**src/rtl/distributor_pkg.sv**
```systemverilog
// Shared types and helpers for the burst distributor.
// Provides the channel state enum, select-width helper and counter width.
package distributor_pkg;

  typedef enum logic {
    IDLE,
    RUN
  } state_e;

  localparam int OVR_W = 8;

  function automatic int sel_width(input int n);
    return (n <= 1) ? 1 : $clog2(n);
  endfunction

endpackage

```
**src/rtl/distributor_burst_ch.sv**
```systemverilog
// One output channel: FSM, burst counter, source latch, output register.
// Ports: i_clk/i_rst, i_valid, i_start, i_sel, i_len, src_data (muxed by
// parent using sel), sel, o_data, o_valid, o_busy, o_done.
// DISTRIBUTOR_OVERRUN_CNT_EN adds i_ovr_clr and o_overrun.
module distributor_burst_ch
  import distributor_pkg::*;
#(
  parameter int DW   = 8,
  parameter int LENW = 8,
  parameter int SELW = 4
) (
  input  logic            i_clk,
  input  logic            i_rst,
  input  logic            i_valid,
  input  logic            i_start,
  input  logic [SELW-1:0] i_sel,
  input  logic [LENW-1:0] i_len,
  input  logic [DW-1:0]   src_data,
  output logic [SELW-1:0] sel,
  output logic [DW-1:0]   o_data,
  output logic            o_valid,
  output logic            o_busy,
  output logic            o_done
`ifdef DISTRIBUTOR_OVERRUN_CNT_EN
  ,
  input  logic             i_ovr_clr,
  output logic [OVR_W-1:0] o_overrun
`endif
);

  state_e          state;
  state_e          state_d;
  logic [LENW-1:0] cnt;
  logic [LENW-1:0] cnt_d;
  logic [SELW-1:0] sel_d;
  logic [DW-1:0]   data_d;
  logic            valid_d;
  logic            done_d;
  logic            arm;
  logic            last;

  assign arm    = i_start && (i_len != '0);
  assign last   = i_valid && (cnt == LENW'(1));
  assign o_busy = (state == RUN);

  always_ff @(posedge i_clk or negedge i_rst) begin
    if (!i_rst) begin
      state   <= IDLE;
      cnt     <= '0;
      sel     <= '0;
      o_data  <= '0;
      o_valid <= 1'b0;
      o_done  <= 1'b0;
    end else begin
      state   <= state_d;
      cnt     <= cnt_d;
      sel     <= sel_d;
      o_data  <= data_d;
      o_valid <= valid_d;
      o_done  <= done_d;
    end
  end

  always_comb begin
    state_d = state;
    cnt_d   = cnt;
    sel_d   = sel;
    data_d  = o_data;
    valid_d = 1'b0;
    done_d  = 1'b0;
    unique case (state)
      IDLE: begin
        if (arm) begin
          state_d = RUN;
          sel_d   = i_sel;
          cnt_d   = i_len;
        end
      end
      RUN: begin
        if (i_valid) begin
          data_d  = src_data;
          valid_d = 1'b1;
          cnt_d   = cnt - LENW'(1);
        end
        if (last) begin
          done_d = 1'b1;
          // A start on the final sample re-arms gaplessly.
          if (arm) begin
            sel_d = i_sel;
            cnt_d = i_len;
          end else begin
            state_d = IDLE;
          end
        end
      end
      default: state_d = IDLE;
    endcase
  end

`ifdef DISTRIBUTOR_OVERRUN_CNT_EN
  logic ovr_inc;

  // Starts dropped mid-burst; the final-cycle re-arm is not a drop.
  assign ovr_inc = arm && (state == RUN) && !last;

  always_ff @(posedge i_clk or negedge i_rst) begin
    if (!i_rst) begin
      o_overrun <= '0;
    end else if (i_ovr_clr) begin
      o_overrun <= '0;
    end else if (ovr_inc && (o_overrun != '1)) begin
      o_overrun <= o_overrun + OVR_W'(1);
    end
  end
`endif

endmodule

```
**src/rtl/distributor_burst.sv**
```systemverilog
// N_CH-channel burst distributor: each output picks any input as source.
// Ports: i_clk, i_rst (async low), i_valid, i_data, i_start, i_sel, i_len,
// o_data, o_valid, o_busy, o_done.
// DISTRIBUTOR_OVERRUN_CNT_EN adds i_ovr_clr and o_overrun.
module distributor_burst
  import distributor_pkg::*;
#(
  parameter  int N_CH = 10,
  parameter  int DW   = 8,
  parameter  int LENW = 8,
  localparam int SELW = sel_width(N_CH)
) (
  input  logic                 i_clk,
  input  logic                 i_rst,
  input  logic                 i_valid,
  input  logic [N_CH*DW-1:0]   i_data,
  input  logic [N_CH-1:0]      i_start,
  input  logic [N_CH*SELW-1:0] i_sel,
  input  logic [LENW-1:0]      i_len,
  output logic [N_CH*DW-1:0]   o_data,
  output logic [N_CH-1:0]      o_valid,
  output logic [N_CH-1:0]      o_busy,
  output logic [N_CH-1:0]      o_done
`ifdef DISTRIBUTOR_OVERRUN_CNT_EN
  ,
  input  logic                  i_ovr_clr,
  output logic [N_CH*OVR_W-1:0] o_overrun
`endif
);

  logic [SELW-1:0] ch_sel [N_CH];
  logic [DW-1:0]   ch_src [N_CH];

  // Out-of-range selects fall through to zero.
  always_comb begin
    for (int k = 0; k < N_CH; k++) begin
      ch_src[k] = '0;
      for (int j = 0; j < N_CH; j++) begin
        if (ch_sel[k] == SELW'(j)) begin
          ch_src[k] = i_data[j*DW +: DW];
        end
      end
    end
  end

  for (genvar k = 0; k < N_CH; k++) begin : g_ch
    distributor_burst_ch #(
      .DW   (DW),
      .LENW (LENW),
      .SELW (SELW)
    ) u_ch (
      .i_clk     (i_clk),
      .i_rst     (i_rst),
      .i_valid   (i_valid),
      .i_start   (i_start[k]),
      .i_sel     (i_sel[k*SELW +: SELW]),
      .i_len     (i_len),
      .src_data  (ch_src[k]),
      .sel       (ch_sel[k]),
      .o_data    (o_data[k*DW +: DW]),
      .o_valid   (o_valid[k]),
      .o_busy    (o_busy[k]),
      .o_done    (o_done[k])
`ifdef DISTRIBUTOR_OVERRUN_CNT_EN
      ,
      .i_ovr_clr (i_ovr_clr),
      .o_overrun (o_overrun[k*OVR_W +: OVR_W])
`endif
    );
  end

endmodule

```
**config.mk**
```make
export PLATFORM = sky130hd
export DESIGN_NAME = distributor_burst
export DESIGN_NICKNAME = d
export VERILOG_FILES = /design/src/rtl/distributor_pkg.sv /design/src/rtl/distributor_burst_ch.sv /design/src/rtl/distributor_burst.sv
export SDC_FILE = /design/constraint.sdc
export NUM_CORES = 1
export LEC_CHECK = 0
export CAP_MARGIN = 30
export CORE_MARGIN = 2
export CORE_UTILIZATION = 45
export DETAILED_ROUTE_END_ITERATION = 10
export GPL_TIMING_DRIVEN = 1
export PLACE_DENSITY_LB_ADDON = 0.08
export SYNTH_ARGS = -nofsm -noshare
export SYNTH_HDL_FRONTEND = slang
export SYNTH_HIERARCHICAL = 1
export SYNTH_SLANG_ARGS = --single-unit
```
**constraint.sdc**
```tcl
create_clock -name i_clk -period 4.9 [get_ports i_clk]
set_input_delay 1.225 -clock i_clk [delete_from_list [all_inputs] [get_ports i_clk]]
set_output_delay 1.225 -clock i_clk [all_outputs]
set_load 0.005 [all_outputs]
```
=== Word level (Yosys, flattened, before mapping) ===
Cells that the tools add are included.
Widths: inputs -> output; s select.

* Flip-flop bits (word level): 230
* Output and inout port bits: 110
* Word-level logic and storage cells: 482

* Add/sub/neg operators: 10
* Equality and inequality tests: 120
* Bitwise operators: 10
* Reductions and logical operators: 41
* Mux-type cells: 241

{| class="wikitable"
|+ Operators by type and width
! cell !! count
|-
| $mux 8 || 140
|-
| $eq 4x3->1 const B || 40
|-
| $pmux 8 s2 || 10
|-
| $eq 4x2->1 const B || 20
|-
| $eq 4x4->1 const B || 20
|-
| $eq 8x1->1 const B || 10
|-
| $mux 4 || 20
|-
| $pmux 4 s2 || 10
|-
| $sub 8x1->8 const B || 10
|-
| $mux 1 || 51
|-
| $eq 4x1->1 const B || 10
|-
| $logic_not 4->1 || 10
|-
| $logic_and 1x1->1 || 20
|-
| $ne 2x1->1 const B || 10
|-
| $ne 2x2->1 const B || 10
|-
| $pmux 1 s2 || 10
|-
| $reduce_and 2->1 || 10
|-
| $not 1->1 || 10
|-
| $reduce_bool 8->1 || 1
|}

=== Depth between registers and ports, before layout ===
* Depth in word-level cells: 11
* Mapped depth: 8
* Mapped depth without buffers: 6

=== Modules after synthesis ===
The synthesis kept the hierarchy.

{| class="wikitable"
|+ By module, submodules not included
! module !! cells each !! times used !! seq. area each (um2) !! area each (um2)
|-
| distributor_burst_ch at g_ch[0].u_ch ... || 105 || 8 || 575.6 || 1,231.2
|-
| distributor_burst || 1,259 || 1 || 0.0 || 8,242.9
|-
| distributor_burst_ch at g_ch[8].u_ch || 110 || 1 || 575.6 || 1,311.3
|-
| distributor_burst_ch at g_ch[9].u_ch || 105 || 1 || 575.6 || 1,233.7
|}

=== Worst setup path before layout ===
Ideal clock, no wire load.

* Path type: input to register
* Start: input i_len[4]
* End: register g_ch[0].u_ch.cnt[1]
* Required time: 4.774 ns
* Stages on the path: 4
* Slack: 2.232 ns
* Setup time: 0.126 ns
* Data arrival time: 2.542 ns
* Cells stage by stage: or4_4 o21a_1 o311a_1 a221o_1

* Word-level cells in the longest chain between the ends: 5
* Elaborated cells on any way between the ends: 6
* Classes of those cells: 1 x eq/ne; 3 x mux; 2 x reduce/logical

{| class="wikitable"
|+ Ends and longest elaborated chain
! item !! RTL line !! source
|-
| from (decl) || distributor_burst.sv:19 || <nowiki>input logic [LENW-1:0] i_len,</nowiki>
|-
| $reduce_bool 8->1 (*) || distributor_burst_ch.sv:42 || <nowiki>assign arm = i_start && (i_len != '0);</nowiki>
|-
| $logic_and 1x1->1 (*) || distributor_burst_ch.sv:42 ||
|-
| $mux 8 || distributor_burst_ch.sv:88 || <nowiki>if (arm) begin</nowiki>
|-
| $mux 8 || distributor_burst_ch.sv:85 || <nowiki>if (last) begin</nowiki>
|-
| $pmux 8 s2 || distributor_burst_ch.sv:71 || <nowiki>unique case (state)</nowiki>
|-
| to (signal assigned) || distributor_burst_ch.sv:56 || <nowiki>cnt <= cnt_d;</nowiki>
|-
| to (decl) || distributor_burst_ch.sv:33 || <nowiki>logic [LENW-1:0] cnt;</nowiki>
|}

Every way passes the cells marked *; elsewhere a longest branch is shown, timed or not.
A chain may end at the register's enable or synchronous reset.

=== Worst setup path in the final report ===
* Start: register g_ch[9].u_ch.state
* End: output o_busy[9]

{| class="wikitable"
|+ RTL lines
! item !! RTL line !! source
|-
| from (decl) || distributor_burst_ch.sv:31 || <nowiki>state_e state;</nowiki>
|-
| from (signal assigned) || distributor_burst_ch.sv:55 || <nowiki>state <= state_d;</nowiki>
|-
| to (decl) || distributor_burst.sv:22 || <nowiki>output logic [N_CH-1:0] o_busy,</nowiki>
|}

No word-level cell between the ends.

==> run_results.csv <==
group,metric,value,unit
timing,slew_headroom,0.2562,
logic_synthesis,syn_nets,2475,
logic_synthesis,dominantRegCellSynth,"sky130_fd_sc_hd__dfrtp_1",
cells_and_area,layout.area.seq,5756,µm²
clock_tree,cts_num_sinks,230,
logic_synthesis,netlist.top_cell.by_area,"sky130_fd_sc_hd__dfrtp_1",
setup_path,crit_required,3.67,ns
place,port-buffer-count,250,
clock_tree,clk-insertion-delay-late,0.59,ns
logic_synthesis,synth_top_area_frac,0.2789,
floorplanning,fp-row-count,78,
floorplanning,floorplan.initialDensity,0.4557,
timing,final_setup_violations,0,
timing,timing.final.max_slew_violations,0,
clock_tree,cts_hold_fix_bufs,0,
clock_tree,clock_tree_from_tritoncts,"done",
worst_hold_path,hold_class,"reg -> reg",
cells_and_area,fin_util,0.5375,
cells_and_area,final_cell_mix,"sky130_fd_sc_hd__clkdlybuf4s50_1 (248), sky130_fd_sc_hd__dfrtp_1 (230), sky130_fd_sc_hd__nand2_1 (189), sky130_fd_sc_hd__mux2i_1 (179), sky130_fd_sc_hd__o21ai_0 (154)",
cells_and_area,multi_input_comb_area,13540,µm²
clock_tree,cts_post_setup_buffers_inserted,0,
setup_path,cp_max_fo,17,
drt,route.vias.total,20555,
cells_and_area,final.fill_count,4132,
clock_tree,clock_path_buffers,3,
place,final_weighted_congestion_in_routability_driven_placement,0.9825,
logic_synthesis,syn_area,20640,µm²
clock_tree,ctsResizeCount,0,
logic_synthesis,syn_inst,2314,
global_route,antenna_found_initial,2,
setup_path,path_delay_family,"flip-flops",
power_and_ir_drop,p_per_area,629.2,nW/µm²
logic_synthesis,synthesis.yosys.warnings,6,
cells_and_area,final_net_count,2593,
timing,timing.final.crit_period,3.273,ns
drt,average_vias_per_placed_instance,6.735,
setup_path,critical_path.n_buffers_inverters,1,
global_route,grt_overflow_total,0,
power_and_ir_drop,irDropWorstVdd,0.3083,mV
run,timing.max_cap.violations,0,
floorplanning,die_h,218.2,µm
timing,fin_tns_setup,0,ns
status,outcome,"finished, final reports clean",
logic_synthesis,synth_enable_flop_cells,0,
setup_path,cp-start-kind,"flip-flop",
logic_synthesis,syn_avg_cell_area,8.918,µm²
floorplanning,dieArea,47590,µm²
floorplanning,top_level_ports,251,
place,dp_hpwl,56650,µm
drt,post-route-drc-count,0,
timing,fin_worst_skew,0.01461,ns
global_route,vias_in_the_first_global_route,19413,
timing,fmax,305.5,MHz
power_and_ir_drop,cellLeakagePower,9.815,nW
timing,finalHoldViolCount,0,
drt,postRouteAntennaNets,0,
setup_path,crit_chain,"clkdlybuf4s50_1",
setup_path,regToRegSetupSlack,2.23,ns
drt,detail_route.wirelength,85110,µm
place,placed_cell_count,3002,
logic_synthesis,postSynthRegisterBits,230,
setup_path,crit_path_top_delay_cell,"sky130_fd_sc_hd__dfrtp_1",
drt,drtIter0Drc,2300,
floorplanning,core_area,45280,µm²
clock_tree,tritoncts.num_buffers,28,
setup_path,critPathKind,"reg -> out",
global_route,grt_first_pass_wirelength,124700,µm
drt,wire_per_inst,27.89,µm
clock_tree,clk_root_buffer_cell,"sky130_fd_sc_hd__clkbuf_16",
global_route,grt_start_max_net_pins,96,
logic_synthesis,seq_area_frac_synth,0.2789,
logic_synthesis,async_reset_ff_frac,1.000,
setup_path,critical_path.max_stage_delay,0.76,ns
clock_tree,ctsHtreeMaxLevel,1,
logic_synthesis,synth_area_leaders,"sky130_fd_sc_hd__dfrtp_1 (28%), sky130_fd_sc_hd__mux2i_1 (8.7%), sky130_fd_sc_hd__mux2_2 (8.3%)",
cells_and_area,finish.cell_count_without_fillers,3052,
cells_and_area,area_delta_synth_final,17.93,%
cells_and_area,diodes,0,
cells_and_area,drive_above_1_share,0.1782,
drt,drtPass1Iterations,6,
setup_path,setup.worst_path.end_class,"output port",
global_route,global_route.usage.total,0.3485,
clock_tree,clk_transition_reported_paths,0.07,ns
setup_path,timing.critical_path.arrival,2.05,ns
timing,worst_slew_pin_slew,1.112,ns
timing,grt_setup_unrepaired,"no",
cells_and_area,layout.cells.most_common,"sky130_fd_sc_hd__clkdlybuf4s50_1",
logic_synthesis,synth.distinct_cells,91,
floorplanning,die_w,218.2,µm
timing,post-route-period-util,0.6681,
sequential cells by signal, summed over array words and instances, names as in the netlist:
| register | count |
|---|---|
| g_ch.u_ch/o_valid | 10 |
| g_ch.u_ch/cnt | 80 |
| g_ch.u_ch/o_data | 80 |
| g_ch.u_ch/o_done | 10 |
| g_ch.u_ch/o_busy | 10 |
| g_ch.u_ch/sel | 40 |
layout make-up:
cell class | instances | area share
clock buffers | 32 | 0.03110
clock inverters | 18 | 0.009254
inverters | 72 | 0.01110
multi-input cells | 1782 | 0.5564
flip-flops and latches | 230 | 0.2365
well taps | 600 | 0.03085
repair buffers | 318 | 0.1248
stage by stage:
stage / total power [mW] / cell area [µm²] / hold WS, ns / setup WS (ns)
2_1_floorplan: 10.37 / 20640 / 0.4524 / 2.232
3_3_place_gp: 12.71 / 23360 / 0.4878 / 1.081
3_5_place_dp: 12.90 / 23360 / 0.4955 / 1.065
4_1_cts: 15.21 / 24340 / 0.5082 / 1.567
5_1_grt: 16.38 / 24340 / 0.5160 / 1.538
6_report: 15.31 / 24340 / 0.5017 / 1.627
worst paths after layout:
| kind | from | end | depth (start not counted) |
|---|---|---|---|
| worst max-delay path | g_ch[9].u_ch/o_busy$_DFF_PN0_ | o_busy[9] | 1 |
| worst min-delay path | g_ch[1].u_ch/o_data[4]$_DFFE_PN0P_ | g_ch[1].u_ch/o_data[4]$_DFFE_PN0P_ | 1 |
| worst max register to register | g_ch[7].u_ch/sel[0]$_DFFE_PN0P_ | g_ch[7].u_ch/o_data[1]$_DFFE_PN0P_ | 7 |
| worst min register to register | g_ch[1].u_ch/o_data[4]$_DFFE_PN0P_ | g_ch[1].u_ch/o_data[4]$_DFFE_PN0P_ | 1 |
| max in group asynchronous | i_rst | g_ch[3].u_ch/o_done$_DFF_PN0_ | 2 |
| min in group asynchronous | i_rst | g_ch[1].u_ch/o_data[1]$_DFFE_PN0P_ | 1 |
cell usage after synthesis (24+ instances only):
master,number
sky130_fd_sc_hd__dfrtp_1,230
sky130_fd_sc_hd__nand2_1,189
sky130_fd_sc_hd__mux2i_1,179
sky130_fd_sc_hd__o21ai_0,154
sky130_fd_sc_hd__mux2_2,153
sky130_fd_sc_hd__a21oi_1,135
sky130_fd_sc_hd__clkbuf_1,110
sky130_fd_sc_hd__buf_2,96
sky130_fd_sc_hd__nor2_1,90
sky130_fd_sc_hd__inv_1,69
sky130_fd_sc_hd__a31oi_1,65
sky130_fd_sc_hd__o221ai_1,59
sky130_fd_sc_hd__nor2b_1,55
sky130_fd_sc_hd__o21ai_1,49
sky130_fd_sc_hd__a221oi_1,47
sky130_fd_sc_hd__o221a_2,46
sky130_fd_sc_hd__a211oi_1,35
sky130_fd_sc_hd__nand2b_1,33
sky130_fd_sc_hd__nor3_1,32
sky130_fd_sc_hd__a22oi_1,28
sky130_fd_sc_hd__o21a_1,26
sky130_fd_sc_hd__a21o_1,25
sky130_fd_sc_hd__o22ai_1,24
logic make-up after synthesis:
group                    share of synthesized area
AND/OR/NAND/NOR                             0.1588
flip-flops                                  0.2789
AO/OA/AOI/OAI                               0.2947
buffers and inverters                      0.06493
XOR/XNOR                                  0.001697
multiplexers                                0.1889
adder cells (fa/ha/maj)                    0.01213
layer usage:
layer,vias to the layer above,track usage,share of wire
li1,9095,-,-
met1,9916,0.4712,0.41
met4,0,0.1732,0.058
met3,301,0.09422,0.12
met2,1243,0.5111,0.41
met5,-,0,0
where the power goes:
group          internal [mW]  switching, mW
registers               2.71           1.59
logic                   4.43           4.34
clock network           1.33          0.923
(Power assumes the default switching activity.)
